==> src/rtl/display_scan_scheduler.sv <==
// Six-digit multiplexed 7-segment scan scheduler with time/date/alarm view selection.
// Optional edit-field blinking is built only when DISPLAY_BLINK_EN is defined.
module display_scan_scheduler #(
   parameter int SCAN_DIV      = 1000,
   parameter int BLANK_CYC     = 50,
   parameter int ROTATE_FRAMES = 500,
   parameter int BLINK_FRAMES  = 80
) (
   input  logic        CLK,
   input  logic        RESET,
   input  logic [47:0] IN_TIME_SEG,
   input  logic [47:0] IN_DATE_SEG,
   input  logic [47:0] IN_ALARM_SEG,
   input  logic        IN_MERIDIAN,
   input  logic [1:0]  REQ_MODE,
   input  logic        EDIT_EN,
   input  logic [1:0]  EDIT_FIELD,
   output logic [7:0]  OUT_SEG,
   output logic [5:0]  OUT_COM,
   output logic [1:0]  OUT_VIEW,
   output logic        OUT_FRAME_TICK
);

   localparam int SW = $clog2(SCAN_DIV);
   localparam int RW = $clog2(ROTATE_FRAMES + 1);
   localparam logic [SW-1:0] SLOT_LAST   = SW'(SCAN_DIV - 1);
   localparam logic [SW-1:0] BLANK_START = SW'(BLANK_CYC);
   localparam logic [RW-1:0] ROT_LAST    = RW'(ROTATE_FRAMES - 1);

   localparam logic [1:0] V_TIME  = 2'd0;
   localparam logic [1:0] V_DATE  = 2'd1;
   localparam logic [1:0] V_ALARM = 2'd2;

   // slot_cnt/digit_idx describe the position the next clock edge will present
   logic [SW-1:0] slot_cnt;
   logic [2:0]    digit_idx;
   logic [1:0]    view_q;
   logic [1:0]    view_nxt;
   logic [1:0]    prev_req;
   logic [RW-1:0] rot_cnt;
   logic [RW-1:0] rot_nxt;
   logic          frame_end;
   logic          lit;
   logic          field_blank;
   logic [47:0]   view_bus;
   logic [7:0]    digit_code;

   assign frame_end = (digit_idx == 3'd5) && (slot_cnt == SLOT_LAST);
   assign lit       = (slot_cnt >= BLANK_START);

   // The request is evaluated on the edge leaving the tick cycle, so the new
   // view is already in effect for digit 0 of the following frame.
   always_comb begin
      view_nxt = view_q;
      rot_nxt  = rot_cnt;
      if (OUT_FRAME_TICK) begin
         case (REQ_MODE)
            2'd1: begin view_nxt = V_TIME;  rot_nxt = '0; end
            2'd2: begin view_nxt = V_DATE;  rot_nxt = '0; end
            2'd3: begin view_nxt = V_ALARM; rot_nxt = '0; end
            default: begin
               if (prev_req != 2'd0) begin
                  view_nxt = V_TIME;
                  rot_nxt  = '0;
               end else if (rot_cnt == ROT_LAST) begin
                  view_nxt = (view_q == V_TIME) ? V_DATE : V_TIME;
                  rot_nxt  = '0;
               end else begin
                  rot_nxt = rot_cnt + 1'b1;
               end
            end
         endcase
      end
   end

   always_comb begin
      case (view_nxt)
         V_TIME:  view_bus = IN_TIME_SEG;
         V_DATE:  view_bus = IN_DATE_SEG;
         default: view_bus = IN_ALARM_SEG;
      endcase
   end

   always_comb begin
      digit_code = view_bus[{digit_idx, 3'b000} +: 8];
      if ((view_nxt == V_TIME) && (digit_idx == 3'd1))
         digit_code[7] = IN_MERIDIAN;
      if (field_blank)
         digit_code = 8'h00;
   end

`ifdef DISPLAY_BLINK_EN
   localparam int BW = $clog2(BLINK_FRAMES + 1);
   localparam logic [BW-1:0] BLINK_LAST = BW'(BLINK_FRAMES - 1);

   logic [BW-1:0] blink_cnt;
   logic          blink_phase;

   always_ff @(posedge CLK or posedge RESET) begin
      if (RESET) begin
         blink_cnt   <= '0;
         blink_phase <= 1'b0;
      end else if (!EDIT_EN) begin
         blink_cnt   <= '0;
         blink_phase <= 1'b0;
      end else if (OUT_FRAME_TICK) begin
         if (blink_cnt == BLINK_LAST) begin
            blink_cnt   <= '0;
            blink_phase <= ~blink_phase;
         end else begin
            blink_cnt <= blink_cnt + 1'b1;
         end
      end
   end

   assign field_blank = blink_phase && (EDIT_FIELD != 2'd3) && (digit_idx[2:1] == EDIT_FIELD);
`else
   logic unused_edit;
   assign unused_edit = ^{EDIT_EN, EDIT_FIELD, 32'(BLINK_FRAMES)};
   assign field_blank = 1'b0;
`endif

   always_ff @(posedge CLK or posedge RESET) begin
      if (RESET) begin
         OUT_SEG        <= 8'h00;
         OUT_COM        <= 6'b000000;
         OUT_VIEW       <= V_TIME;
         OUT_FRAME_TICK <= 1'b0;
         slot_cnt       <= '0;
         digit_idx      <= 3'd0;
         view_q         <= V_TIME;
         prev_req       <= 2'd0;
         rot_cnt        <= '0;
      end else begin
         OUT_SEG        <= lit ? digit_code : 8'h00;
         OUT_COM        <= lit ? (6'b000001 << digit_idx) : 6'b000000;
         OUT_VIEW       <= view_nxt;
         OUT_FRAME_TICK <= frame_end;
         view_q         <= view_nxt;
         rot_cnt        <= rot_nxt;
         if (OUT_FRAME_TICK)
            prev_req <= REQ_MODE;
         if (slot_cnt == SLOT_LAST) begin
            slot_cnt  <= '0;
            digit_idx <= (digit_idx == 3'd5) ? 3'd0 : digit_idx + 3'd1;
         end else begin
            slot_cnt <= slot_cnt + 1'b1;
         end
      end
   end

endmodule

==> config.mk <==
export PLATFORM = sky130hd
export DESIGN_NAME = display_scan_scheduler
export DESIGN_NICKNAME = d
export VERILOG_FILES = /design/src/rtl/display_scan_scheduler.sv
export SDC_FILE = /design/constraint.sdc
export NUM_CORES = 1
export LEC_CHECK = 0
export CORE_MARGIN = 2
export CORE_UTILIZATION = 25
export DETAILED_ROUTE_END_ITERATION = 8
export PLACE_DENSITY_LB_ADDON = 0.1
export SETUP_SLACK_MARGIN = 0.3
export SLEW_MARGIN = 0
export SYNTH_ARGS = -nofsm -noshare
export SYNTH_HDL_FRONTEND = slang
export SYNTH_SLANG_ARGS = --single-unit
export TNS_END_PERCENT = 10
==> constraint.sdc <==
create_clock -name CLK -period 6.95 [get_ports CLK]
set_input_delay 1.39 -clock CLK [delete_from_list [all_inputs] [get_ports CLK]]
set_output_delay 1.39 -clock CLK [all_outputs]
set_load 0.005 [all_outputs]
Yosys cells after proc, flatten, opt, wreduce, memory -nomap -nowiden
Index checks and enable logic that the tools add are counted.

Bits in registers: 41. Bits of input ports: 152. Output and inout bits: 17. Logic and storage cells: 42.

Add/sub/neg operators: 3. Magnitude comparators: 1. Equal/unequal tests: 8. Shift operators: 2. Multiplexer cells: 14. Reduce and logical (&&, ||, !) cells: 6.

Operators with widths (count): one-hot mux 48 bit (2 select lines) (1); indexed part select 48 x 7 -> 8 bit (1); 2-to-1 mux 9 bit (3); adder 10 x 1 -> 10 bit, second input constant (1); equality test 10 bit, second input constant (1); greater-or-equal comparator 10 x 6 -> 1 bit, second input constant (1); 2-to-1 mux 10 bit (1); adder 9 x 1 -> 9 bit, second input constant (1); equality test 9 bit, second input constant (1); 2-to-1 mux 8 bit (1); 2-to-1 mux 2 bit (3); 2-to-1 mux 6 bit (1); one-hot mux 2 bit (3 select lines) (1); << shifter 1 x 3 -> 6 bit, first input constant (1); equality test 2 x 1 -> 1 bit, second input constant (2); equality test 2 bit, second input constant (2); logical NOT 2 bit (2); adder 3 x 1 -> 3 bit, second input constant (1); equality test 3 x 1 -> 1 bit, second input constant (1); equality test 3 bit, second input constant (1); 2-to-1 mux 3 bit (1); OR reduction 3 bit (1); logical AND 1 bit (2); 2-to-1 mux 1 bit (2); nonzero test 2 bit (1).

Logic depth before layout (Yosys ltp)
Depth in word-level cells: 11. Mapped depth: 11. Mapped depth without buffers: 8.

Least setup slack after synthesis
Ideal clock, no wire load.

Path type: input -> register. Start point: input REQ_MODE[1]. End point: register OUT_SEG[4]. Library setup time: 0.122 ns. Arrival time: 3.398 ns. Setup slack: 3.430 ns. Cell stages on the path: 9. Buffers on the path: 3. Path through: nand2b_1 or4_1 buf_2 nand3_2 buf_6 buf_12 mux2i_1 mux4_2 a2111oi_1.

Word-level cells in the longest chain between the ends: 7. Elaborated cells between the ends (all ways): 10. Those cells by class: 4 x eq/ne; 1 x shift; 4 x mux; 1 x reduce/logical.

RTL lines: start: declaration (line 15) `input logic [1:0] REQ_MODE,`; equality test 2 bit / equality test 2 x 1 -> 1 bit (equally long branches) (line 57) `case (REQ_MODE)`; one-hot mux 2 bit (3 select lines) * (line 57); 2-to-1 mux 2 bit * (line 56) `if (OUT_FRAME_TICK) begin`; equality test 2 x 1 -> 1 bit / logical NOT 2 bit (equally long branches) (line 77) `case (view_nxt)`; one-hot mux 48 bit (2 select lines) * (line 77); indexed part select 48 x 7 -> 8 bit * (line 85) `digit_code = view_bus[{digit_idx, 3'b000} +: 8];`; 2-to-1 mux 8 bit * (line 135) `OUT_SEG <= lit ? digit_code : 8'h00;`; end signal: assignment (line 135); end: declaration (line 18) `output logic [7:0] OUT_SEG,`.

Mark *: on every way between the ends. The rest lies on a longest branch, timed or not. A chain may end at the register's enable or synchronous reset.

Final worst setup path
Start point: input REQ_MODE[1]. End point: register OUT_SEG[7].

Word-level cells in the longest chain between the ends: 8. Elaborated cells between the ends (all ways): 12. Those cells by class: 4 x eq/ne; 1 x shift; 5 x mux; 2 x reduce/logical.

RTL lines: equality test 2 bit / equality test 2 x 1 -> 1 bit (equally long branches) (line 57); one-hot mux 2 bit (3 select lines) * (line 57); 2-to-1 mux 2 bit * (line 56); equality test 2 x 1 -> 1 bit / logical NOT 2 bit (equally long branches) (line 77, 86); one-hot mux 48 bit (2 select lines) (line 77); indexed part select 48 x 7 -> 8 bit (line 85); 2-to-1 mux 1 bit * (line 86) `if ((view_nxt == V_TIME) && (digit_idx == 3'd1))`; 2-to-1 mux 8 bit * (line 135).

Marks and branches as above.

==> flow_summary_export.csv <==
group,metric,value,unit
outcome,status,"complete, no violations",
logic_synthesis,synth_cell_type_count,52,
logic_synthesis,syn_area,3240,sq um
routing,vias,3428,
cells_and_area,layout_common_cells,"clkdlybuf4s50_1, dfrtp_1, nor2_1, mux2i_1, nand2_1",
place,dp_hpwl,9800,um
timing,finalClockSkew,0.00613,ns
routing,wl_per_cell,18.6,um
job,drv_cap,0,
global_routing,grt_usage,18.1,%
cells_and_area,drive_gt1_share,5.52,%
clock_network,cts-hold-fix-buffers,0,
cells_and_area,layout_commonest_cell,"clkdlybuf4s50_1",
place,port_buffers,165,
critical_path,worstSetupPathType,"primary input to flop",
worst_hold_path,hold_class,"flop to flop",
logic_synthesis,synth-edff-count,0,
global_routing,grt_start_max_net_pins,42,
global_routing,grt_pass1_vias,3636,
floorplan,initial_core_util,25.7,%
cells_and_area,stdcell_count,679,
logic_synthesis,ys_seq_elements,41,
clock_network,cts_buffers,5,
cells_and_area,areaGrowthSynthToFinish,60.4,%
critical_path,r2r-end,"OUT_SEG[7]",
place,place_area,5020,sq um
critical_path,crit_end,"OUT_SEG[7]",
cells_and_area,final_net_count,662,
clock_network,htreeDepth,2,
routing,firstDrtPassIters,4,
routing,ant_nets,0,
critical_path,reg2reg_depth,8,
timing,setup_viol_count_final,0,
timing,tightest_slew,1.25,ns
logic_synthesis,synth_flop_cell,"dfrtp_1",
cells_and_area,final.fill_count,1300,
global_routing,antenna_found_initial,0,
routing,drt_wl_total,12600,um
timing,fin_tns_setup,0,ns
clock_network,post_cts_resized,0,
power,power.density,119,nW/um^2
floorplan,fp.dieW,118,um
critical_path,r2r_slack,2.05,ns
global_routing,grt_overflow,0,
critical_path,r2r_start,"rot_cnt[0]",
routing,drc_errors,0,
timing,fmax,192,MHz
floorplan,dieHeight,118,um
critical_path,path_max_fanout,30,
power,irDropWorstVdd,0.0863,mV
critical_path,cp-startpoint,"REQ_MODE[1]",
floorplan,row_count,41,
logic_synthesis,ys_warn_count,0,
global_routing,grt_pass1_wl,19700,um
timing,period_minus_slack,5.21,ns
floorplan,dieArea,13900,sq um
critical_path,worst_setup_path_start_kind,"primary input",
place,gp_congestion,0.832,
logic_synthesis,synth.avg_cell_area,9.07,sq um
critical_path,critical_path_arrival,5.40,ns
routing,drt_iter0_markers,202,
timing,fin_crit_sh,74.9,%
routing,viasPerCell,5.05,
critical_path,end_kind,"flop",
timing,grt_setup_unrepaired,"no",
clock_network,cts_tree,"yes",
power,p_leak,2.09,nW
timing,report.final.slew_viol_count,0,
cells_and_area,final_cell_area,5190,sq um
cells_and_area,n_antenna_cell,0,
clock_network,postCtsSetupBuffers,0,
place,dpl.cell_count,671,
clock_network,cts.reportedPaths.clkPinSlew,0.07,ns
logic_synthesis,postSynthCellCount,357,
logic_synthesis,seq_area_frac_synth,31.7,%
clock_network,clock_sinks,41,
floorplan,coreArea,12600,sq um
logic_synthesis,async_flop_share,100,%
clock_network,clockBufferDepth,2,
timing,finalHoldViolCount,0,
critical_path,crit_required,7.15,ns
logic_synthesis,syn_nets,513,
clock_network,cts_root_buf,"clkbuf_16",
timing,relSlewSlack,16.5,%
clock_network,clk_latency,0.29,ns
cells_and_area,fin_util,41.2,%
floorplan,io_pins,169,
-- critical path, stage by stage --
cell and delay (ns):
clkdlybuf4s50_1 0.55, nor2b_1 0.09, o211ai_1 0.55, nand3_2 1.06, inv_1 0.72, a2111oi_0 0.18
or4b_1 0.57, a311oi_1 0.26
-- through the flow --
stage / hold WS (ns) / total power, W / setup WS [ns]
floorplan: 0.451 / 0.000261 / 3.43
global route: 0.535 / 0.000639 / 1.30
finish: 0.495 / 0.000619 / 1.74
detailed placement: 0.487 / 0.000351 / 1.42
CTS: 0.496 / 0.000624 / 1.70
global placement: 0.480 / 0.000351 / 1.46
-- per-layer routing --
| layer | up-vias | track usage, % | part of all wire [%] |
|---|---|---|---|
| li1 | 1658 | - | - |
| met1 | 1628 | 22.1 | 44 |
| met2 | 125 | 31.5 | 48 |
| met3 | 17 | 4.46 | 6.1 |
| met4 | 0 | 5.42 | 2.2 |
| met5 | - | 0 | 0 |
-- flip-flops by register name, summed over array words and instances, names as in the netlist --
signal,cells
view_q,2
rot_cnt,9
digit_idx,3
OUT_SEG,8
prev_req,2
OUT_COM,6
slot_cnt,10
OUT_FRAME_TICK,1
-- cell usage after synthesis (all sizes together), types with 8 or more instances --
library cell / instances / area [sq um]
dfrtp: 41 / 1030
nor2: 30 / 113
mux2i: 28 / 280
nand2: 24 / 90.1
clkbuf: 22 / 82.6
inv: 18 / 67.6
nand3: 13 / 70.1
nand4: 13 / 81.3
o31ai: 11 / 82.6
and4: 9 / 78.8
a21oi: 8 / 40.0
buf: 8 / 58.8
xor2: 8 / 70.1
-- power breakdown --
group / leakage (nW) / switching (W) / internal [W] / total (W)
combinational: 1.50 / 0.0000258 / 0.0000818 / 0.000108
sequential: 0.506 / 0 / 0.000239 / 0.000239
clock: 0.0800 / 0.000102 / 0.000170 / 0.000272
-- cells by family after synthesis --
kind of cell	share of synthesized area (%)
AO/OA/AOI/OAI	21.6
XOR/XNOR	4.06
adder cells (fa/ha/maj)	1.55
buffers and inverters	6.45
flip-flops	31.7
multiplexers	13.9
AND/OR/NAND/NOR	20.8
-- worst min path at each step --
stage,start,end,cells after the start
after floorplan,slot_cnt[9],slot_cnt[9],1
after global placement,slot_cnt[0],slot_cnt[0],1
after detailed placement,slot_cnt[0],slot_cnt[0],1
after CTS,slot_cnt[0],slot_cnt[0],1
after global routing,slot_cnt[9],slot_cnt[9],1
final,slot_cnt[0],slot_cnt[0],1
-- cell type report --
cell class / count / area (sq um) / area share, %
clock buffers: 5 / 125 / 2.41
clock inverters: 3 / 46.3 / 0.891
inverters: 18 / 67.6 / 1.30
multi-input cells: 268 / 2010 / 38.7
flip-flops and latches: 41 / 1030 / 19.8
well taps: 172 / 215 / 4.14
repair buffers: 172 / 1700 / 32.8
(Power assumes the default switching activity.)
==> RTL edit (same flow settings) <==
Register the output `OUT_SEG` once more; this adds one clock of latency there. The other outputs are not delayed to match.
--- a/src/rtl/display_scan_scheduler.sv
+++ b/src/rtl/display_scan_scheduler.sv
@@ -30,6 +30,8 @@
    localparam logic [1:0] V_TIME  = 2'd0;
    localparam logic [1:0] V_DATE  = 2'd1;
    localparam logic [1:0] V_ALARM = 2'd2;
+
+   logic [7:0] OUT_SEG_s0;
 
    // slot_cnt/digit_idx describe the position the next clock edge will present
    logic [SW-1:0] slot_cnt;
@@ -122,7 +124,7 @@
 
    always_ff @(posedge CLK or posedge RESET) begin
       if (RESET) begin
-         OUT_SEG        <= 8'h00;
+         OUT_SEG_s0     <= 8'h00;
          OUT_COM        <= 6'b000000;
          OUT_VIEW       <= V_TIME;
          OUT_FRAME_TICK <= 1'b0;
@@ -132,7 +134,7 @@
          prev_req       <= 2'd0;
          rot_cnt        <= '0;
       end else begin
-         OUT_SEG        <= lit ? digit_code : 8'h00;
+         OUT_SEG_s0     <= lit ? digit_code : 8'h00;
          OUT_COM        <= lit ? (6'b000001 << digit_idx) : 6'b000000;
          OUT_VIEW       <= view_nxt;
          OUT_FRAME_TICK <= frame_end;
@@ -149,5 +151,9 @@
       end
    end
 
+   always_ff @(posedge CLK) begin
+      OUT_SEG <= OUT_SEG_s0;
+   end
+
 endmodule
 
Function: no difference found for any inputs over 10 cycles, from zero or initial values and one cycle with RESET high; that may be too few to reach the edited logic, so the function may still have changed.
==> RTL edit against the unedited design <==
Sequential cell count is 8 higher. Routed wire length is 4.8% lower. Total power is 5.1% higher. Count of clock-buffer cells in the layout stayed put. Design area is 2.9% higher. Fmax is 21% higher. Synthesized area is 4.5% higher. Setup slack better by 0.92 ns.
==> RTL edit: results (changes against the unedited design) <==
WL met3=725 um (-5.7%); first-pass GRT wire length=18,400 um (-7.0%); GRT Resource Usage Total=16.3% (-1.8 points); clock skew=0.0103 ns (+0.00418 ns); dpl hpwl=9340 um (-4.8%); met3 usage=3.21% (-1.2 points); Met1 Wirelength=5290 um (-4.7%); post-synthesis mux area share=18.5% (+4.7 points); worst-path maximum fanout=27 (-10%); clock share of power=38.5% (-5.5 points); Fin Setup TNS=0 ns (unchanged); Hold EP=OUT_SEG[0]; Pwr Total=0.000650 W (+5.1%); WHS Path Cells=0 (-1); CP arrival=4.45 ns (-0.95 ns); Synth Area in Adders=1.48% (-0.066 points); P_int=0.000504 W (+2.8%); Area contributors post-synth=dfrtp_1, mux4_1, mux4_2; share of cells above drive strength 1=8.65% (+3.1 points); Reg2Reg Depth=7 (-1); Regs by FF count=slot_cnt: 10 flops, rot_cnt: 9 flops; Vias per Instance=4.96 (-1.7%); Async SR Flop Fraction=83.7% (-16 points); WL per Instance=17.8 um (-4.0%); vias in the first global route=3,390 (-6.8%); relative slew slack=32.4% (+16 points); Unique masters post-synth=59 (+13%); outcome=finished, final reports clean; Iteration-0 DRC Markers=260 (+29%); First-pass DRT Iterations=4 (unchanged); commonest cells in the netlist=dfrtp_1, nor2_1, nand2_1, o21ai_0, nand4_1; sequential power=0.000284 W (+19%); met1 Use GR=21.7% (-0.42 points); min-delay src=OUT_SEG_s0[0]; post-synthesis compound-gate area fraction=18.0% (-3.7 points); met2 Use GR=27.4% (-4.1 points); Post-Syn Nets=494 (-3.7%); xor/xnor share of the synthesized area=3.11% (-0.95 points); gpl congestion=0.749 (-9.9%); worst r2r src=OUT_FRAME_TICK; post-synthesis sequential area ratio=35.1% (+3.4 points); r2r setup slk=3.70 ns (+1.65 ns); fillers=1,355 (+4.2%); maximum vdd drop=0.0000819 V (-5.0%)
==> RTL edit: worst max-delay path by stage <==
stage | startpoint | end | slack (ns)
6_report | REQ_MODE[0] | OUT_SEG_s0[1] | 2.66
5_1_grt | REQ_MODE[0] | OUT_SEG_s0[1] | 2.46
4_1_cts | REQ_MODE[0] | OUT_SEG_s0[1] | 2.63
3_5_place_dp | REQ_MODE[0] | OUT_SEG_s0[1] | 2.32
3_3_place_gp | REQ_MODE[0] | OUT_SEG_s0[1] | 2.33
2_1_floorplan | REQ_MODE[0] | OUT_SEG_s0[1] | 3.62
==> RTL edit: worst max-delay path: stages <==
cell,delay [ns]
clkdlybuf4s50_1,0.51
or3_1,0.45
nor4_4,0.89
nor3_4,0.08
buf_4,0.29
mux4_1,0.49
mux2i_1,0.22
o211ai_1,0.11
==> RTL edit: cell type report <==
| type | count | area, um2 | share of cell area [%] |
|---|---|---|---|
| clock inverters | 3 | 21.3 | 0.398 |
| clock buffers | 5 | 125 | 2.34 |
| inverters | 9 | 33.8 | 0.632 |
| well taps | 176 | 220 | 4.12 |
| multi-input cells | 259 | 2050 | 38.4 |
| flip-flops and latches | 49 | 1190 | 22.2 |
| repair buffers | 172 | 1700 | 31.9 |
==> RTL edit: through the flow <==
step                instances  util (%)  setup slack, ns  hold slack, ns  instance area, um2
finish                    673      40.3             2.66           0.336                5340
global route              673      40.3             2.46           0.349                5340
floorplan                 338         -             3.62           0.324                3380
CTS                       672      40.3             2.63           0.340                5340
detailed placement        664      39.2             2.32           0.329                5190
global placement          664      39.2             2.33           0.327                5190
==> RTL edit: cell families after synthesis <==
logic type | count (synthesis)
and+or+nand+nor | 117
xor gates and xnor gates | 12
muxes | 38
AOI/OAI and AO/OA | 88
DFF | 49
buffers and inverters | 30
adders and majority gates | 4
